<file path="src/rtl/dmi_request_bridge.sv">
// dmi_request_bridge: turns one DTM DMI request at a time into a single-cycle
// Debug Module register access and returns a DMI status/data response.
module dmi_request_bridge #(
   parameter int unsigned ADDR_W   = 8,
   parameter int unsigned READ_LAT = 0
) (
   input  logic              clk,
   input  logic              rst_n,
   input  logic              dmi_req_valid,
   input  logic [1:0]        dmi_req_op,
   input  logic [ADDR_W-1:0] dmi_req_addr,
   input  logic [31:0]       dmi_req_data,
   input  logic              dmi_reset,
   output logic              dmi_resp_valid,
   input  logic              dmi_resp_ready,
   output logic [1:0]        dmi_resp_op,
   output logic [31:0]       dmi_resp_data,
   output logic [ADDR_W-1:0] dm_address,
   output logic [31:0]       dm_register_write,
   output logic              dm_write_en,
   output logic              dm_read_en,
   input  logic [31:0]       dm_register_read,
   output logic              sticky_busy
);

   localparam int unsigned DATA_W = 32;
   localparam int unsigned OP_W   = 2;
   localparam int unsigned CNT_W  = 2;
   localparam logic [CNT_W-1:0] LAT_LAST = CNT_W'((READ_LAT > 0) ? READ_LAT - 1 : 0);

   localparam logic [OP_W-1:0] OP_NOP   = 2'd0;
   localparam logic [OP_W-1:0] OP_READ  = 2'd1;
   localparam logic [OP_W-1:0] OP_WRITE = 2'd2;

   localparam logic [OP_W-1:0] RSP_OK     = 2'd0;
   localparam logic [OP_W-1:0] RSP_FAILED = 2'd2;
   localparam logic [OP_W-1:0] RSP_BUSY   = 2'd3;

   typedef enum logic [1:0] {
      ST_IDLE  = 2'd0,
      ST_ISSUE = 2'd1,
      ST_WAIT  = 2'd2,
      ST_RESP  = 2'd3
   } state_t;

   state_t              state_q, state_d;
   logic [OP_W-1:0]     op_q, op_d;
   logic [ADDR_W-1:0]   addr_q, addr_d;
   logic [DATA_W-1:0]   wdata_q, wdata_d;
   logic [CNT_W-1:0]    cnt_q, cnt_d;
   logic [DATA_W-1:0]   rdata_q, rdata_d;
   logic                resp_valid_q, resp_valid_d;
   logic [OP_W-1:0]     resp_op_q, resp_op_d;
   logic [DATA_W-1:0]   resp_data_q, resp_data_d;
   logic                sticky_q, sticky_d;
   logic                busy_eff;

   // State register
   always_ff @(posedge clk or negedge rst_n) begin
      if (!rst_n) begin
         state_q <= ST_IDLE;
      end else begin
         state_q <= state_d;
      end
   end

   // Next-state, latch and response decode
   always_comb begin
      state_d      = state_q;
      op_d         = op_q;
      addr_d       = addr_q;
      wdata_d      = wdata_q;
      cnt_d        = cnt_q;
      rdata_d      = rdata_q;
      resp_valid_d = resp_valid_q;
      resp_op_d    = resp_op_q;
      resp_data_d  = resp_data_q;
      sticky_d     = sticky_q;
      // dmi_reset clears the flag before an idle request looks at it
      busy_eff     = sticky_q && !dmi_reset;

      if (dmi_reset) begin
         sticky_d = 1'b0;
      end else if (dmi_req_valid && (state_q != ST_IDLE)) begin
         sticky_d = 1'b1;
      end

      unique case (state_q)
         ST_IDLE: begin
            if (dmi_req_valid) begin
               op_d = dmi_req_op;
               if (busy_eff) begin
                  resp_op_d    = RSP_BUSY;
                  resp_data_d  = rdata_q;
                  resp_valid_d = 1'b1;
                  state_d      = ST_RESP;
               end else if ((dmi_req_op == OP_READ) || (dmi_req_op == OP_WRITE)) begin
                  addr_d  = dmi_req_addr;
                  wdata_d = dmi_req_data;
                  state_d = ST_ISSUE;
               end else begin
                  resp_op_d    = (dmi_req_op == OP_NOP) ? RSP_OK : RSP_FAILED;
                  resp_data_d  = rdata_q;
                  resp_valid_d = 1'b1;
                  state_d      = ST_RESP;
               end
            end
         end
         ST_ISSUE: begin
            if (op_q == OP_WRITE) begin
               resp_op_d    = RSP_OK;
               resp_valid_d = 1'b1;
               state_d      = ST_RESP;
            end else if (READ_LAT == 0) begin
               rdata_d      = dm_register_read;
               resp_data_d  = dm_register_read;
               resp_op_d    = RSP_OK;
               resp_valid_d = 1'b1;
               state_d      = ST_RESP;
            end else begin
               cnt_d   = '0;
               state_d = ST_WAIT;
            end
         end
         ST_WAIT: begin
            if (cnt_q == LAT_LAST) begin
               rdata_d      = dm_register_read;
               resp_data_d  = dm_register_read;
               resp_op_d    = RSP_OK;
               resp_valid_d = 1'b1;
               state_d      = ST_RESP;
            end else begin
               cnt_d = cnt_q + CNT_W'(1);
            end
         end
         ST_RESP: begin
            if (dmi_resp_ready) begin
               resp_valid_d = 1'b0;
               state_d      = ST_IDLE;
            end
         end
         default: state_d = ST_IDLE;
      endcase
   end

   // Datapath and response registers
   always_ff @(posedge clk or negedge rst_n) begin
      if (!rst_n) begin
         op_q         <= '0;
         addr_q       <= '0;
         wdata_q      <= '0;
         cnt_q        <= '0;
         rdata_q      <= '0;
         resp_valid_q <= 1'b0;
         resp_op_q    <= '0;
         resp_data_q  <= '0;
         sticky_q     <= 1'b0;
      end else begin
         op_q         <= op_d;
         addr_q       <= addr_d;
         wdata_q      <= wdata_d;
         cnt_q        <= cnt_d;
         rdata_q      <= rdata_d;
         resp_valid_q <= resp_valid_d;
         resp_op_q    <= resp_op_d;
         resp_data_q  <= resp_data_d;
         sticky_q     <= sticky_d;
      end
   end

   // DM strobes decoded from state; address/data latches only move on a DM access
   assign dm_write_en       = (state_q == ST_ISSUE) && (op_q == OP_WRITE);
   assign dm_read_en        = (state_q == ST_ISSUE) && (op_q == OP_READ);
   assign dm_address        = addr_q;
   assign dm_register_write = wdata_q;

   assign dmi_resp_valid = resp_valid_q;
   assign dmi_resp_op    = resp_op_q;
   assign dmi_resp_data  = resp_data_q;
   assign sticky_busy    = sticky_q;

endmodule
</file>
<file path="config.mk">
export PLATFORM = sky130hd
export DESIGN_NAME = dmi_request_bridge
export DESIGN_NICKNAME = d
export VERILOG_FILES = /design/src/rtl/dmi_request_bridge.sv
export SDC_FILE = /design/constraint.sdc
export NUM_CORES = 1
export LEC_CHECK = 0
export BUFFER_PORTS_ARGS = -buffer_cell sky130_fd_sc_hd__buf_2
export CORE_ASPECT_RATIO = 1.4
export CORE_MARGIN = 10
export CORE_UTILIZATION = 51
export CTS_CLUSTER_DIAMETER = 60
export DETAILED_ROUTE_END_ITERATION = 8
export GPL_ROUTABILITY_DRIVEN = 0
export PLACE_DENSITY = 0.8
export SLEW_MARGIN = 10
export SYNTH_ARGS = -nofsm -noshare
export SYNTH_HDL_FRONTEND = slang
export SYNTH_SLANG_ARGS = --single-unit
</file>
<file path="constraint.sdc">
create_clock -name clk -period 2.5 [get_ports clk]
set_input_delay 0.5 -clock clk [delete_from_list [all_inputs] [get_ports clk]]
set_output_delay 0.5 -clock clk [all_outputs]
set_load 0.05 [all_outputs]
</file>
Word level (Yosys, flattened, before mapping)
Index checks and enable logic that the tools add are counted.
{ "totals": {"reg_bits": 114, "out_inout_bits": 78} }
{ "classes": {"n_addsub": 1, "n_mux": 27, "bitwise": 2, "eq_ne": 12, "reduce_logical": 21} }
{ "ops": {"columns": ["cell", "n"], "rows": [
  ["$mux 32", 5],
  ["$pmux 32 s3", 1],
  ["$pmux 32 s2", 1],
  ["$mux 2", 10],
  ["$reduce_and 4->1", 3],
  ["$eq 2x2->1 const B", 4],
  ["$ne 2x2->1 const B", 4],
  ["$pmux 2 s4", 1],
  ["$mux 1", 7],
  ["$eq 2x1->1 const B", 3],
  ["$logic_not 2->1", 3],
  ["$pmux 2 s3", 1],
  ["$reduce_and 3->1", 2],
  ["$reduce_bool 2->1", 3],
  ["$reduce_and 5->1", 1],
  ["$logic_and 1x1->1", 4],
  ["$pmux 1 s4", 1],
  ["$reduce_and 2->1", 2],
  ["$ne 3x3->1 const B", 1],
  ["$reduce_bool 3->1", 1],
  ["$add 2x1->2 const B", 1],
  ["$not 1->1", 2],
  ["$logic_not 1->1", 1],
  ["$logic_or 1x1->1", 1]
]} }

Logic depth before layout (Yosys ltp)
{ "logic_depth": {"depth_word": 6, "mapped_depth": 8, "depth_no_buf": 6} }

Least setup slack after synthesis
Ideal clock, no wire load.
{ "synth_timing": {"path_type": "register to register", "from": "reg state_q[1]", "to": "reg resp_data_q[10] (netlist: dmi_resp_data[10])", "path_buffers": 2, "stages_incl_launch_ff": 9, "required_ps": 2375, "t_arrival_ps": 2177, "period_less_slack_ps": 2303, "setup_time_ps": 125, "slack_ps": 197, "cell_sequence": "dfrtp_1 -> inv_1 -> ha_1 -> nand2_1 -> nor2_1 -> or4_4 -> buf_6 -> buf_12 -> mux2_4"} }
{ "synth_via": {"elab_chain_cells": 3, "elab_cells_between_ends": 10} }
{ "synth_lines": {"columns": ["element", "line_no", "source"], "rows": [
  ["from (decl)", "46", "state_t state_q, state_d;"],
  ["from (signal assigned)", "63", "state_q <= state_d;"],
  ["$eq 2x1->1 (tied with other cells)", "88", "unique case (state_q)"],
  ["$ne 2x2->1 (no source line) (tied with other cells)", null, null],
  ["$reduce_and 5->1 (no source line)", null, null],
  ["to (signal assigned)", "166", "resp_data_q <= resp_data_d;"],
  ["to (decl)", "54", "logic [DATA_W-1:0] resp_data_q, resp_data_d;"]
]} }
Several ways; a longest one is shown, not always the timed one.
A chain may end at the register's enable or synchronous reset.

Worst setup path after layout
{ "layout_timing": {"from": "reg state_q[0]", "to": "reg resp_data_q[6] (netlist: dmi_resp_data[6])"} }
Same word-level chain as after synthesis.

==> qor.yml <==
outcome: "complete, no violations"
required_ns: 2.79
grt.total_usage: 0.166
numCtsBuffers: 17
cts_tree: "done"
slew_violations: 0
cts_root_buf: "clkbuf_16"
min_path_type: "input port to async pin"
hold_viol_final: 0
finalCriticalPeriod_ns: 2.23
crit_fanout: 13
grt_pass1_vias: 3670
multi_input_area_sq_um: 1940
wl_per_cell_um: 18.6
clock_latency_ns: 0.40
yosys_warnings: 0
r2r-end: "dmi_resp_data[6]"
ctsHoldBuffers: 0
fp.coreArea_sq_um: 9460
worst-setup-path-type: "flip-flop to flip-flop"
drive_gt1_frac: 0.691
post-route-period-util: 0.891
diodes: 0
io_pins: 157
timing.reg2reg.setup_slack_ns: 0.27
die_w_um: 103
clk_path_buf_depth: 2
dr.pass1.iters: 4
die_area_sq_um: 14100
nNetsFinal: 567
die_h_um: 136
first_iter_violations: 72
synth_cell_type_count: 25
syn_area_sq_um: 4930
maxCapViolations: 0
worstRegToRegCells: 7
ctsResizeCount: 0
area_delta_synth_final_pct: 31.1
synth_cells: 312
grt_overflow: 0
fin_skew_ns: 0.00776
initial_core_util: 0.522
port_buffers: 156
ys_ff_latch: 114
tns_ns: 0
nFillCells: 678
seq_area_frac_synth: 0.578
setup_viol: 0
viasPerCell: 5.20
path_clk_slew_ns: 0.06
r2r_start: "state_q[0]"
routed-via-count: 3144
rows: 42
antenna_found_initial: 0
cts_setup_buffers: 0
grt_start_max_net_pins: 46
hpwlAfterDp_um: 8280
regArea_sq_um: 2850
syn_nets: 397
htree_levels: 4
slew_headroom: 0.615
antenna_left: 0
avgSynthCellArea_sq_um: 15.8
rsz0062_at_grt: "no"
endpoint_kind: "flip-flop"
worstPathArrival_ns: 2.51
routed_wl_um: 11200
cts.sinks: 114
grt_pass1_wl_um: 18000
startpoint_type: "flip-flop"
drc: 0
fmax_ghz: 0.449
worst_pin_slew_ns: 0.577
==> registers in the layout, indices dropped and copies added, names as in the netlist, 2 cells and up <==
register           flops
cnt_q                  2
dm_address             8
dm_register_write     32
dmi_resp_data         32
dmi_resp_op            2
op_q                   2
rdata_q               32
state_q                2
==> cells by family (layout without fill, tap and decap cells) <==
group | count (synthesis) | after routing | synth area share
compound gates | 11 | 11 | 0.0127
xor+xnor | 1 | 1 | 0.00178
fa+ha+maj | 6 | 6 | 0.0152
buf+inv | 23 | 206 | 0.0289
flops | 114 | 114 | 0.578
mux | 140 | 140 | 0.342
simple gates | 17 | 17 | 0.0208
==> cell type report <==
class | count | share of cell area
Clock buffer | 17 | 0.0658
Tap cell | 110 | 0.0213
Timing Repair Buffer | 166 | 0.139
Inverter | 8 | 0.00464
Sequential cell | 114 | 0.441
Clock inverter | 15 | 0.0284
Multi-Input combinational cell | 175 | 0.300
==> synth_stat cells <==
cell type	instances	share of area
and3_4	1	0.0023
o211ai_1	1	0.0015
nor2b_1	1	0.0013
nand2b_1	1	0.0013
o21ai_0	4	0.0041
o21ai_1	1	0.0010
nor3_1	1	0.0010
inv_1	8	0.0061
mux2_2	110	0.25
nand2b_4	1	0.0028
buf_1	4	0.0030
buf_12	3	0.012
dfrtp_1	114	0.58
clkbuf_1	7	0.0053
ha_1	6	0.015
nand4_1	1	0.0013
or4_4	1	0.0023
nor2_1	5	0.0038
mux2_4	30	0.091
a21oi_1	3	0.0030
buf_6	1	0.0023
nand2_1	4	0.0030
xnor2_1	1	0.0018
and3b_1	1	0.0018
o31ai_1	2	0.0030
==> metrics by stage <==
stage / area (sq um) / std cells / worst slack, ns / hold WS [ns] / utilization
after detailed placement: 5860 / 573 / 0.192 / 0.488 / 0.619
after CTS: 6470 / 605 / 0.277 / 0.0840 / 0.684
after global routing: 6470 / 605 / 0.153 / 0.108 / 0.684
after floorplan: 4930 / 312 / 0.197 / 0.204 / -
final: 6470 / 605 / 0.271 / 0.0857 / 0.684
after global placement: 5860 / 573 / 0.218 / 0.482 / 0.619
==> critical path: stages (launching register included) <==
cell,delay [ns]
dfrtp_1,0.40
inv_1,0.09
ha_1,0.21
nand2b_1,0.10
o21ai_1,0.18
or4_4,0.58
buf_4,0.23
mux2_4,0.31
==> cell usage in the layout, fill, tap and decap left out <==
cell,count
and3b_1,1
clkinv_2,2
inv_1,8
mux2_2,110
ha_1,5
o31ai_1,2
buf_4,8
nor2_1,5
or4_4,1
nand2b_4,1
nor2b_1,1
clkinvlp_4,3
bufinv_16,3
buf_12,3
nand4_1,1
mux2_4,30
a21oi_1,3
xnor2_1,1
nand2b_1,1
ha_2,1
nand2_1,4
and3_4,1
o21ai_0,4
dfrtp_1,114
inv_6,3
clkbuf_16,17
buf_2,155
clkinv_4,4
nor3_1,1
o211ai_1,1
o21ai_1,1
==> worst max path at each step <==
stage | start | to | slack [ns] | cells past startpoint
final | state_q[0] | dmi_resp_data[6] | 0.27 | 7
after global routing | state_q[1] | dmi_resp_data[31] | 0.15 | 7
after CTS | state_q[0] | dmi_resp_data[28] | 0.28 | 7
after detailed placement | dmi_req_op[0] | dmi_resp_data[24] | 0.19 | 7
after global placement | dmi_req_op[0] | dmi_resp_data[9] | 0.22 | 7
after floorplan | state_q[1] | dmi_resp_data[10] | 0.20 | 8
==> layer usage <==
metal,up-vias,track usage,wire length (um)
met5,-,0,0
met4,0,0.0659,163
met3,12,0.0833,1050
met2,109,0.279,5770
met1,1579,0.170,4240
li1,1444,-,-
Power is left out: the tool's default activity adds up to more than one toggle a clock period on the data nets, which glitch-free logic cannot reach.
